## src/rtl/alu_bist_if.sv

```systemverilog
// alu_bist_if: operand/opcode bus between the BIST controller and the ALU under test.
interface alu_bist_if;
  logic [31:0] alu_rs1;
  logic [31:0] alu_rs2;
  logic [3:0] alu_control;
  logic [31:0] alu_result;
  modport master(output alu_rs1, alu_rs2, alu_control, input alu_result);
  modport slave(input alu_rs1, alu_rs2, alu_control, output alu_result);
endinterface

```

## src/rtl/alu_bist.sv

```systemverilog
// alu_bist: LFSR-driven ALU self-test, one vector per cycle compacted into a 32-bit MISR.
// Op codes 0..11 are ADD, SUB, LT, LTU, GT, GTU, XOR, OR, AND, SLL, SRL, SRA.
module alu_bist #(
  parameter int PATTERNS = 16,
  parameter logic [31:0] LFSR_SEED = 32'hACE1_2468
) (
  input logic clk,
  input logic rst_n,
  input logic start,
  input logic abort,
  input logic [31:0] expected_sig,
  alu_bist_if.master alu,
  output logic busy,
  output logic done,
  output logic pass,
  output logic [31:0] signature
);
  localparam logic [3:0] OP_ADD = 4'd0;
  localparam logic [3:0] OP_SRA = 4'd11;
  localparam int PW = PATTERNS > 1 ? $clog2(PATTERNS) : 1;
  typedef enum logic [1:0] {IDLE, RUN, DONE} state_t;
  state_t state_q, state_d;
  logic [31:0] lfsr_q, lfsr_d, sig_q, sig_d, rs1_q, rs1_d, rs2_q, rs2_d, lfsr_nx;
  logic [3:0] op_q, op_d, ctl_q, ctl_d;
  logic [PW-1:0] pat_q, pat_d;
  logic pass_q, pass_d, pat_last, op_last;
  function automatic logic [31:0] mix(input logic [31:0] x);
    return {x[15:0], x[31:16]} ^ 32'h5A5A_5A5A;
  endfunction
  assign lfsr_nx = {lfsr_q[30:0], 1'b0} ^ (lfsr_q[31] ? 32'h0040_0007 : 32'h0);
  assign pat_last = pat_q == PW'(PATTERNS - 1);
  assign op_last = op_q == OP_SRA;
  always_comb begin
    state_d = state_q;
    lfsr_d = lfsr_q;
    sig_d = sig_q;
    pass_d = pass_q;
    pat_d = pat_q;
    op_d = op_q;
    rs1_d = '0;
    rs2_d = '0;
    ctl_d = OP_ADD;
    case (state_q)
      IDLE: if (start) begin
        state_d = RUN;
        lfsr_d = LFSR_SEED;
        sig_d = '0;
        pass_d = 1'b0;
        pat_d = '0;
        op_d = OP_ADD;
        rs1_d = LFSR_SEED;
        rs2_d = mix(LFSR_SEED);
      end
      RUN: if (abort) state_d = IDLE;
      else begin
        // the result on the bus belongs to the vector currently driven
        sig_d = {sig_q[30:0], 1'b0} ^ (sig_q[31] ? 32'h04C1_1DB7 : '0) ^ alu.alu_result;
        if (pat_last && op_last) state_d = DONE;
        else begin
          pat_d = pat_last ? '0 : pat_q + 1'b1;
          op_d = pat_last ? op_q + 4'd1 : op_q;
          lfsr_d = lfsr_nx;
          rs1_d = lfsr_nx;
          rs2_d = mix(lfsr_nx);
          ctl_d = op_d;
        end
      end
      DONE: begin
        state_d = IDLE;
        pass_d = sig_q == expected_sig;
      end
      default: state_d = IDLE;
    endcase
  end
  always_ff @(posedge clk or negedge rst_n) begin
    if (!rst_n) begin
      state_q <= IDLE;
      lfsr_q <= LFSR_SEED;
      sig_q <= '0;
      pass_q <= 1'b0;
      pat_q <= '0;
      op_q <= OP_ADD;
      rs1_q <= '0;
      rs2_q <= '0;
      ctl_q <= OP_ADD;
    end else begin
      state_q <= state_d;
      lfsr_q <= lfsr_d;
      sig_q <= sig_d;
      pass_q <= pass_d;
      pat_q <= pat_d;
      op_q <= op_d;
      rs1_q <= rs1_d;
      rs2_q <= rs2_d;
      ctl_q <= ctl_d;
    end
  end
  assign busy = state_q == RUN;
  assign done = state_q == DONE;
  assign pass = pass_q;
  assign signature = sig_q;
  assign alu.alu_rs1 = rs1_q;
  assign alu.alu_rs2 = rs2_q;
  assign alu.alu_control = ctl_q;
endmodule

```

## src/flat_wrapper.sv

```systemverilog
// flat-port wrapper written by rule: the top's interface ports become plain ports
module alu_bist_flat 
#(
  parameter int PATTERNS = 16,
  parameter logic [31:0] LFSR_SEED = 32'hACE1_2468
)
  (clk, rst_n, start, abort, expected_sig, busy, done, pass, signature, alu_alu_rs1, alu_alu_rs2, alu_alu_control, alu_alu_result);
  alu_bist_if alu_i ();
  input logic clk;
  input logic rst_n;
  input logic start;
  input logic abort;
  input logic [31:0] expected_sig;
  output logic busy;
  output logic done;
  output logic pass;
  output logic [31:0] signature;
  output wire logic [$bits(alu_i.alu_rs1)-1:0] alu_alu_rs1;
  output wire logic [$bits(alu_i.alu_rs2)-1:0] alu_alu_rs2;
  output wire logic [$bits(alu_i.alu_control)-1:0] alu_alu_control;
  input wire logic [$bits(alu_i.alu_result)-1:0] alu_alu_result;
  assign alu_alu_rs1 = alu_i.alu_rs1;
  assign alu_alu_rs2 = alu_i.alu_rs2;
  assign alu_alu_control = alu_i.alu_control;
  assign alu_i.alu_result = alu_alu_result;
  alu_bist #(.PATTERNS(PATTERNS), .LFSR_SEED(LFSR_SEED)) u_core (.clk(clk), .rst_n(rst_n), .start(start), .abort(abort), .expected_sig(expected_sig), .alu(alu_i), .busy(busy), .done(done), .pass(pass), .signature(signature));
endmodule
```

## config.mk

```make
export PLATFORM = sky130hd
export DESIGN_NAME = alu_bist_flat
export DESIGN_NICKNAME = d
export VERILOG_FILES = /design/src/rtl/alu_bist_if.sv /design/src/rtl/alu_bist.sv /design/src/flat_wrapper.sv
export SDC_FILE = /design/constraint.sdc
export NUM_CORES = 1
export LEC_CHECK = 0
export ABC_AREA = 1
export BUFFER_PORTS_ARGS = -buffer_cell sky130_fd_sc_hd__buf_2
export CORE_MARGIN = 2
export CORE_UTILIZATION = 52
export CTS_CLUSTER_DIAMETER = 100
export DETAILED_ROUTE_END_ITERATION = 8
export GPL_TIMING_DRIVEN = 0
export PLACE_DENSITY = 0.81
export SYNTH_ARGS = -nofsm -noshare
export SYNTH_HDL_FRONTEND = slang
export SYNTH_SLANG_ARGS = --single-unit
```

## constraint.sdc

```tcl
create_clock -name clk -period 2.4 [get_ports clk]
set_input_delay 0.24 -clock clk [delete_from_list [all_inputs] [get_ports clk]]
set_output_delay 0.24 -clock clk [all_outputs]
set_load 0.02 [all_outputs]
```

==> flow_metrics.tcl, run 1 <==
set metrics [dict create \
    synth_area_leaders "dfrtp_1 50%, dfstp_2 6.0%, nand2_1 6.0%" \
    fin_nets 878 \
    vias_per_cell 5.52 \
    worstRegToRegCells 7 \
    avgRoutedWirePerCell_um 17.3 \
    numCtsBuffers 17 \
    critPathMaxStageDelay_ns 0.52 \
    core_area_mm2 0.0107 \
    setup_viol 0 \
    die_area_mm2 0.0117 \
    finalWirelength_mm 16.6 \
    avgSynthCellArea_um2 9.37 \
    io_pins 171 \
    drt_iter0_drc 560 \
    cp_slowest_cell "clkbuf_1" \
    ys_types 28 \
    endpoint_kind "flop" \
    crit_fanout 10 \
    fin_crit_sh_pct 87.3 \
    die_h_um 108 \
    die_w_um 108 \
    mappedNetlistNets 674 \
    gp_congestion 0.850 \
    multiInputGateArea_mm2 0.00191 \
    cts_tree "yes" \
    rsz0062_at_grt "no" \
    syn_area_mm2 0.00566 \
    start_kind "flop" \
    cts_root_buf "clkbuf_8" \
    drive_gt1_share_pct 31.2 \
    drt-pass1-iter-count 8 \
    max_freq_mhz 477 \
    cts_max_level 4 \
    syn_to_final_growth_pct 30.7 \
    hpwl_mm 11.2 \
    diodes 0 \
    start_util_pct 52.7 \
    fill_cells 791 \
    async_reset_ff_share_pct 100 \
    drv_cap 0 \
    dp.cells 915 \
    clk_pin_slew_ns 0.06 \
    hold_depth 3 \
    ant_nets 0 \
    synth_top_area_cell "dfrtp_1" \
    crit_type "reg2reg" \
    grt_pass1_vias 5211 \
    cts_buffer_depth 2 \
    finalHoldViolCount 0 \
    globalRouteOverflowTotal 0 \
    syn_inst 604 \
    finalClockSkew_ns 0.0110 \
    rows 38 \
    seq_area_mm2 0.00319 \
    synth_flop_cell "dfrtp_1" \
    period_needed_ns 2.09 \
    stdcell_area_mm2 0.00740 \
    critPathRequiredTime_ns 2.86 \
    vias 5304 \
    power_density_mw_per_mm2 1050 \
    grt_use_total_pct 28.7 \
    clk_latency_ns 0.53 \
    yosysTopAreaCellShare_pct 50.4 \
    grt_max_degree 67 \
    cts_setup_buffers 0 \
    ir_worst_vdd_mv 0.495 \
    dpl-instance-area_mm2 0.00672 \
    yosysSeqAreaShare_pct 56.4 \
    synth_edf_count 0 \
    yosys_warnings 0 \
    fin_cells 961 \
    synth-seq-cells 127 \
    reg2reg_slack_ns 0.31 \
    drcViolationCount 0 \
    final_util_pct 68.9 \
    drv_slew 0 \
    grt_pass1_wl_mm 25.5 \
    status "finished, final reports clean" \
    clock-sinks 127 \
    min_path_type "in2reg" \
    arrival_ns 2.55 \
    path_cells "inv_2 > nand3_1 > buf_2 > nand2_1 > clkbuf_1 > o211ai_1 > nand2_1" \
    fin_setup_tns_ns 0 \
    antenna_found_initial 1 \
    p_leak_nw 3.93 \
    port_buffers 170 \
    tightest_slew_ns 0.679 \
    slew_headroom_pct 54.7 \
    cpMostUsedCell "nand2_1" \
]
## layer usage
metal  share of wire (%)  track usage (%)  wire length, um
met5               0.066                0               11
met4                 3.3             13.9              556
met3                 9.2             9.22             1530
met2                  49             48.4             8210
met1                  38             33.3             6300
## power by group
part	internal [mW]	switching [mW]	total [mW]
registers	2.65	0.406	3.06
clock network	1.29	1.02	2.31
logic	0.882	1.55	2.43
total	4.82	2.98	7.80
## worst paths after layout
path	start	endpoint
setup / recovery	u_core.state_q[1]	u_core.signature[31]
hold / removal	alu_alu_result[13]	u_core.signature[13]
setup reg to reg	u_core.state_q[1]	u_core.signature[31]
hold reg to reg	u_core.lfsr_q[2]	u_core.alu.alu_rs2[19]
max in group asynchronous	rst_n	u_core.lfsr_q[5]
min in group asynchronous	rst_n	u_core.alu.alu_rs2[28]
## critical path: cells and delay by family, from the launching register on
family / cells / cell delay [ns]
buf+inv: 3 / 0.84
flops: 1 / 0.42
compound gates: 1 / 0.17
simple gates: 3 / 0.60
## what timing repair did
action                    in CTS  in global routing
hold endpoints to repair      71                  0
hold buffers                  14                  0
resized for setup              0                  0
## cell type report
| cell class | count | area share (%) |
|---|---|---|
| clock inverter | 15 | 1.69 |
| multi-input combinational | 356 | 25.8 |
| buffer | 43 | 3.60 |
| sequential | 127 | 43.2 |
| timing repair buffer | 185 | 13.8 |
| tap | 140 | 2.37 |
| inverter | 78 | 3.96 |
| clock buffer | 17 | 5.60 |
## through the flow
step	worst slack, ns	hold WS (ns)	power (mW)
floorplan	0.698	-0.0556	4.55
global route	0.165	0.00861	8.18
finish	0.306	0.00947	7.80
CTS	0.336	0.00165	7.78
detailed placement	0.358	0.265	5.42
global placement	-0.433	0.431	5.31
## kinds of logic (layout without fill, tap and decap cells)
logic type,count (synthesis),in the layout,share of synthesized area [%]
simple gates,177,177,12.7
fa+ha+maj,2,2,0.442
compound gates,135,135,14.0
flops,127,127,56.4
xor+xnor,42,42,6.50
buf+inv,121,338,9.88
## flip-flops by register name, summed over array words and instances, names as in the netlist
signal	flops
u_core.alu.alu_rs1	31
u_core.alu.alu_rs2	17
u_core.op_q	4
u_core.pat_q	4
u_core.lfsr_q	32
u_core.signature	32
u_core.pass	1
u_core.alu.alu_control	4
u_core.state_q	2
## cells in the final DEF, fill, tap and decap left out, drive strengths merged
master       synthesis  final
a21oi               26     26
a31oi                1      1
buf                 30    201
clkbuf              13     30
clkinv               0      4
clkinvlp             0      4
dfrtp              114    114
dfstp               13     13
dlygate4sd3          0     14
ha                   2      2
inv                 78     85
nand2               93     93
nand3               26     26
nand4                3      3
nor2                52     52
nor3                 1      1
o211ai              19     19
o21a                 2      2
o21ai               61     61
o22ai               15     15
o31ai               11     11
or2                  2      2
xnor2               25     25
xor2                17     17
## Yosys cell counts, drive strengths merged (11+ instances only)
cell      n
nand3    26
o21ai    61
xnor2    25
nand2    93
o211ai   19
clkbuf   13
o22ai    15
a21oi    26
o31ai    11
nor2     52
buf      30
dfrtp   114
inv      78
dfstp    13
xor2     17
No activity file was read; power rests on OpenSTA's default activity.
==> inputs of run 2 (changes only) <==
ABC_AREA = 0   (was 1)
CORE_UTILIZATION = 51   (was 52)
PLACE_DENSITY = 0.79   (was 0.81)
==> flow_metrics.tcl, run 2 <==
set metrics [dict create \
    status "finished, final reports clean" \
    final_util_pct 67.8 \
    antenna_found_initial 0 \
    synth_commonest_cells "114 x dfrtp_1, 66 x nand2_1, 45 x xor2_1" \
    mappedNetlistNets 567 \
    synth_area_leaders "dfrtp_1 51%, xor2_1 7.1%, dfstp_2 6.1%" \
    drt_iter0_drc 252 \
    critPathBufInv 1 \
    yosysSeqAreaShare_pct 57.4 \
    period_needed_ns 1.92 \
    drcViolationCount 0 \
    vias_per_cell 5.17 \
    grt_max_degree 68 \
    power_density_mw_per_mm2 1110 \
    cts_tree "yes" \
    clk_latency_ns 0.52 \
    layout_commonest_cell "buf_2" \
    final_cell_mix "180 x buf_2, 114 x dfrtp_1, 66 x nand2_1" \
    setup_viol 0 \
    critPathMaxStageDelay_ns 0.45 \
    critPathRequiredTime_ns 2.76 \
    syn_area_mm2 0.00557 \
    finalHoldViolCount 0 \
    crit_type "reg2reg" \
    pre_cts_ws_ns 0.460 \
    min_path_type "in2reg" \
    start_kind "flop" \
    cp_slowest_cell "clkbuf_1" \
    cts_setup_buffers 0 \
    ir_worst_vdd_mv 0.669 \
    drt-pass1-iter-count 4 \
    syn_to_final_growth_pct 30.8 \
    synth_flop_cell "dfrtp_1" \
    ant_nets 0 \
    finalWirelength_mm 14.4 \
    crit_fanout 10 \
    p_leak_nw 3.85 \
    arrival_ns 2.28 \
    hpwl_mm 10.0 \
    fin_setup_tns_ns 0 \
    vias 4353 \
    endpoint_kind "flop" \
    cts_root_buf "clkbuf_8" \
    gp_congestion 0.860 \
    cts_buffer_depth 2 \
    async_reset_ff_share_pct 100 \
    die_h_um 108 \
    worstReg2RegStart "u_core.pat_q[0]" \
    setup_ws_ns 0.478 \
    grt_pass1_vias 4383 \
    slew_headroom_pct 58.9 \
    max_freq_mhz 520 \
    avgRoutedWirePerCell_um 17.1 \
    synth_edf_count 0 \
    die_w_um 108 \
    drive_gt1_share_pct 37.2 \
    drv_slew 0 \
    finalClockSkew_ns 0.00755 \
    tightest_slew_ns 0.617 \
    crit_start "u_core.pat_q[0]" \
    rsz0062_at_grt "no" \
    drv_cap 0 \
    start_util_pct 51.8 \
    globalRouteOverflowTotal 0 \
    io_pins 171 \
    min_from "alu_alu_result[13]" \
    clock-sinks 127 \
    port_buffers 170 \
    fin_crit_sh_pct 80.1 \
    cts_resized 0 \
    fin_nets 758 \
    path_cells "ha_1 > nand3_2 > o21ai_2 > clkbuf_1 > o21ai_0" \
    rows 38 \
    cp_top_family "compound AO/OA/AOI/OAI gates" \
    yosysMostFrequentCell "dfrtp_1" \
    yosys_warnings 0 \
    numCtsBuffers 17 \
    yosysTopAreaCellShare_pct 51.3 \
    grt_use_total_pct 24.8 \
    grt_pass1_wl_mm 21.9 \
    synth_top_area_cell "dfrtp_1" \
    die_area_mm2 0.0118 \
    cts_max_level 4 \
    clk_pin_slew_ns 0.06 \
    dpl-instance-area_mm2 0.00663 \
    avgSynthCellArea_um2 11.2 \
    synth-seq-cells 127 \
    ys_types 42 \
    syn_inst 497 \
    core_area_mm2 0.0107 \
    stdcell_area_mm2 0.00728 \
]
## run 2: cell count changes in the layout (fill, tap and decap cells not counted), moves of 20 or more
cell     delta
nor2_1     -28
nand3_1    -20
inv_1      -73
xor2_1     +28
nand2_1    -25
a21o_1     +21
## run 2: per-stage QoR
stage / hold slack (ns) / instances / power, mW
after global placement: 0.450 / 807 / 5.27
after detailed placement: 0.262 / 808 / 5.33
final: 0.0179 / 842 / 8.09
after CTS: 0.000268 / 841 / 8.13
after global routing: 0.0183 / 841 / 8.48
after floorplan: -0.0556 / 497 / 4.50
## run 2: area by class of cell
class                           instances  area (um2)
Antenna cell                            1        2.50
Buffer                                 41         284
Clock buffer                           19         432
Clock inverter                         13         211
Fill cell                             795        3460
Inverter                                3        11.3
Multi-Input combinational cell        326        2080
Sequential cell                       127        3190
Tap cell                              140         175
Timing Repair Buffer                  172         895
## run 2: final timing paths
kind / endpoint / slack [ns] / depth (start not counted)
max: u_core.alu.alu_rs2[1] / 0.48 / 5
min: u_core.signature[13] / 0.02 / 3
max reg2reg: u_core.alu.alu_rs2[1] / 0.48 / 5
min reg2reg: u_core.lfsr_q[17] / 0.47 / 1
max in group asynchronous: u_core.lfsr_q[10] / 1.34 / 3
min in group asynchronous: u_core.signature[30] / 0.28 / 2
## run 2: metal layers
layer  GRT usage, %  share of wire, %
met2           41.9                50
met4           10.9               1.5
met5              0                 0
met3           5.30               6.1
met1           30.9                42
## run 2: cells by family (layout without fill, tap and decap cells)
group	after synthesis	count (layout)	synth area share, %
AO/OA/AOI/OAI	88	88	10.2
XOR/XNOR	83	83	13.1
adder cells (fa/ha/maj)	2	2	0.450
buffers and inverters	44	248	5.31
flip-flops	127	127	57.4
multiplexers	2	2	0.382
other	0	1	0
AND/OR/NAND/NOR	151	151	13.2
## run 2: power breakdown
group          internal [mW]  switching (mW)
registers               2.64           0.466
clock network           1.82           0.950
logic                  0.907            1.30
## run 2: repair_timing
action                                  CTS  global route
hold endpoints to repair                 56             0
endpoints found under the setup margin    0             0
hold buffers                              1             0
## run 2: worst min-delay path: cells and delay by family
family          cells  cell delay [ns]
xor+xnor            1             0.11
buf+inv             1             0.08
compound gates      1             0.06
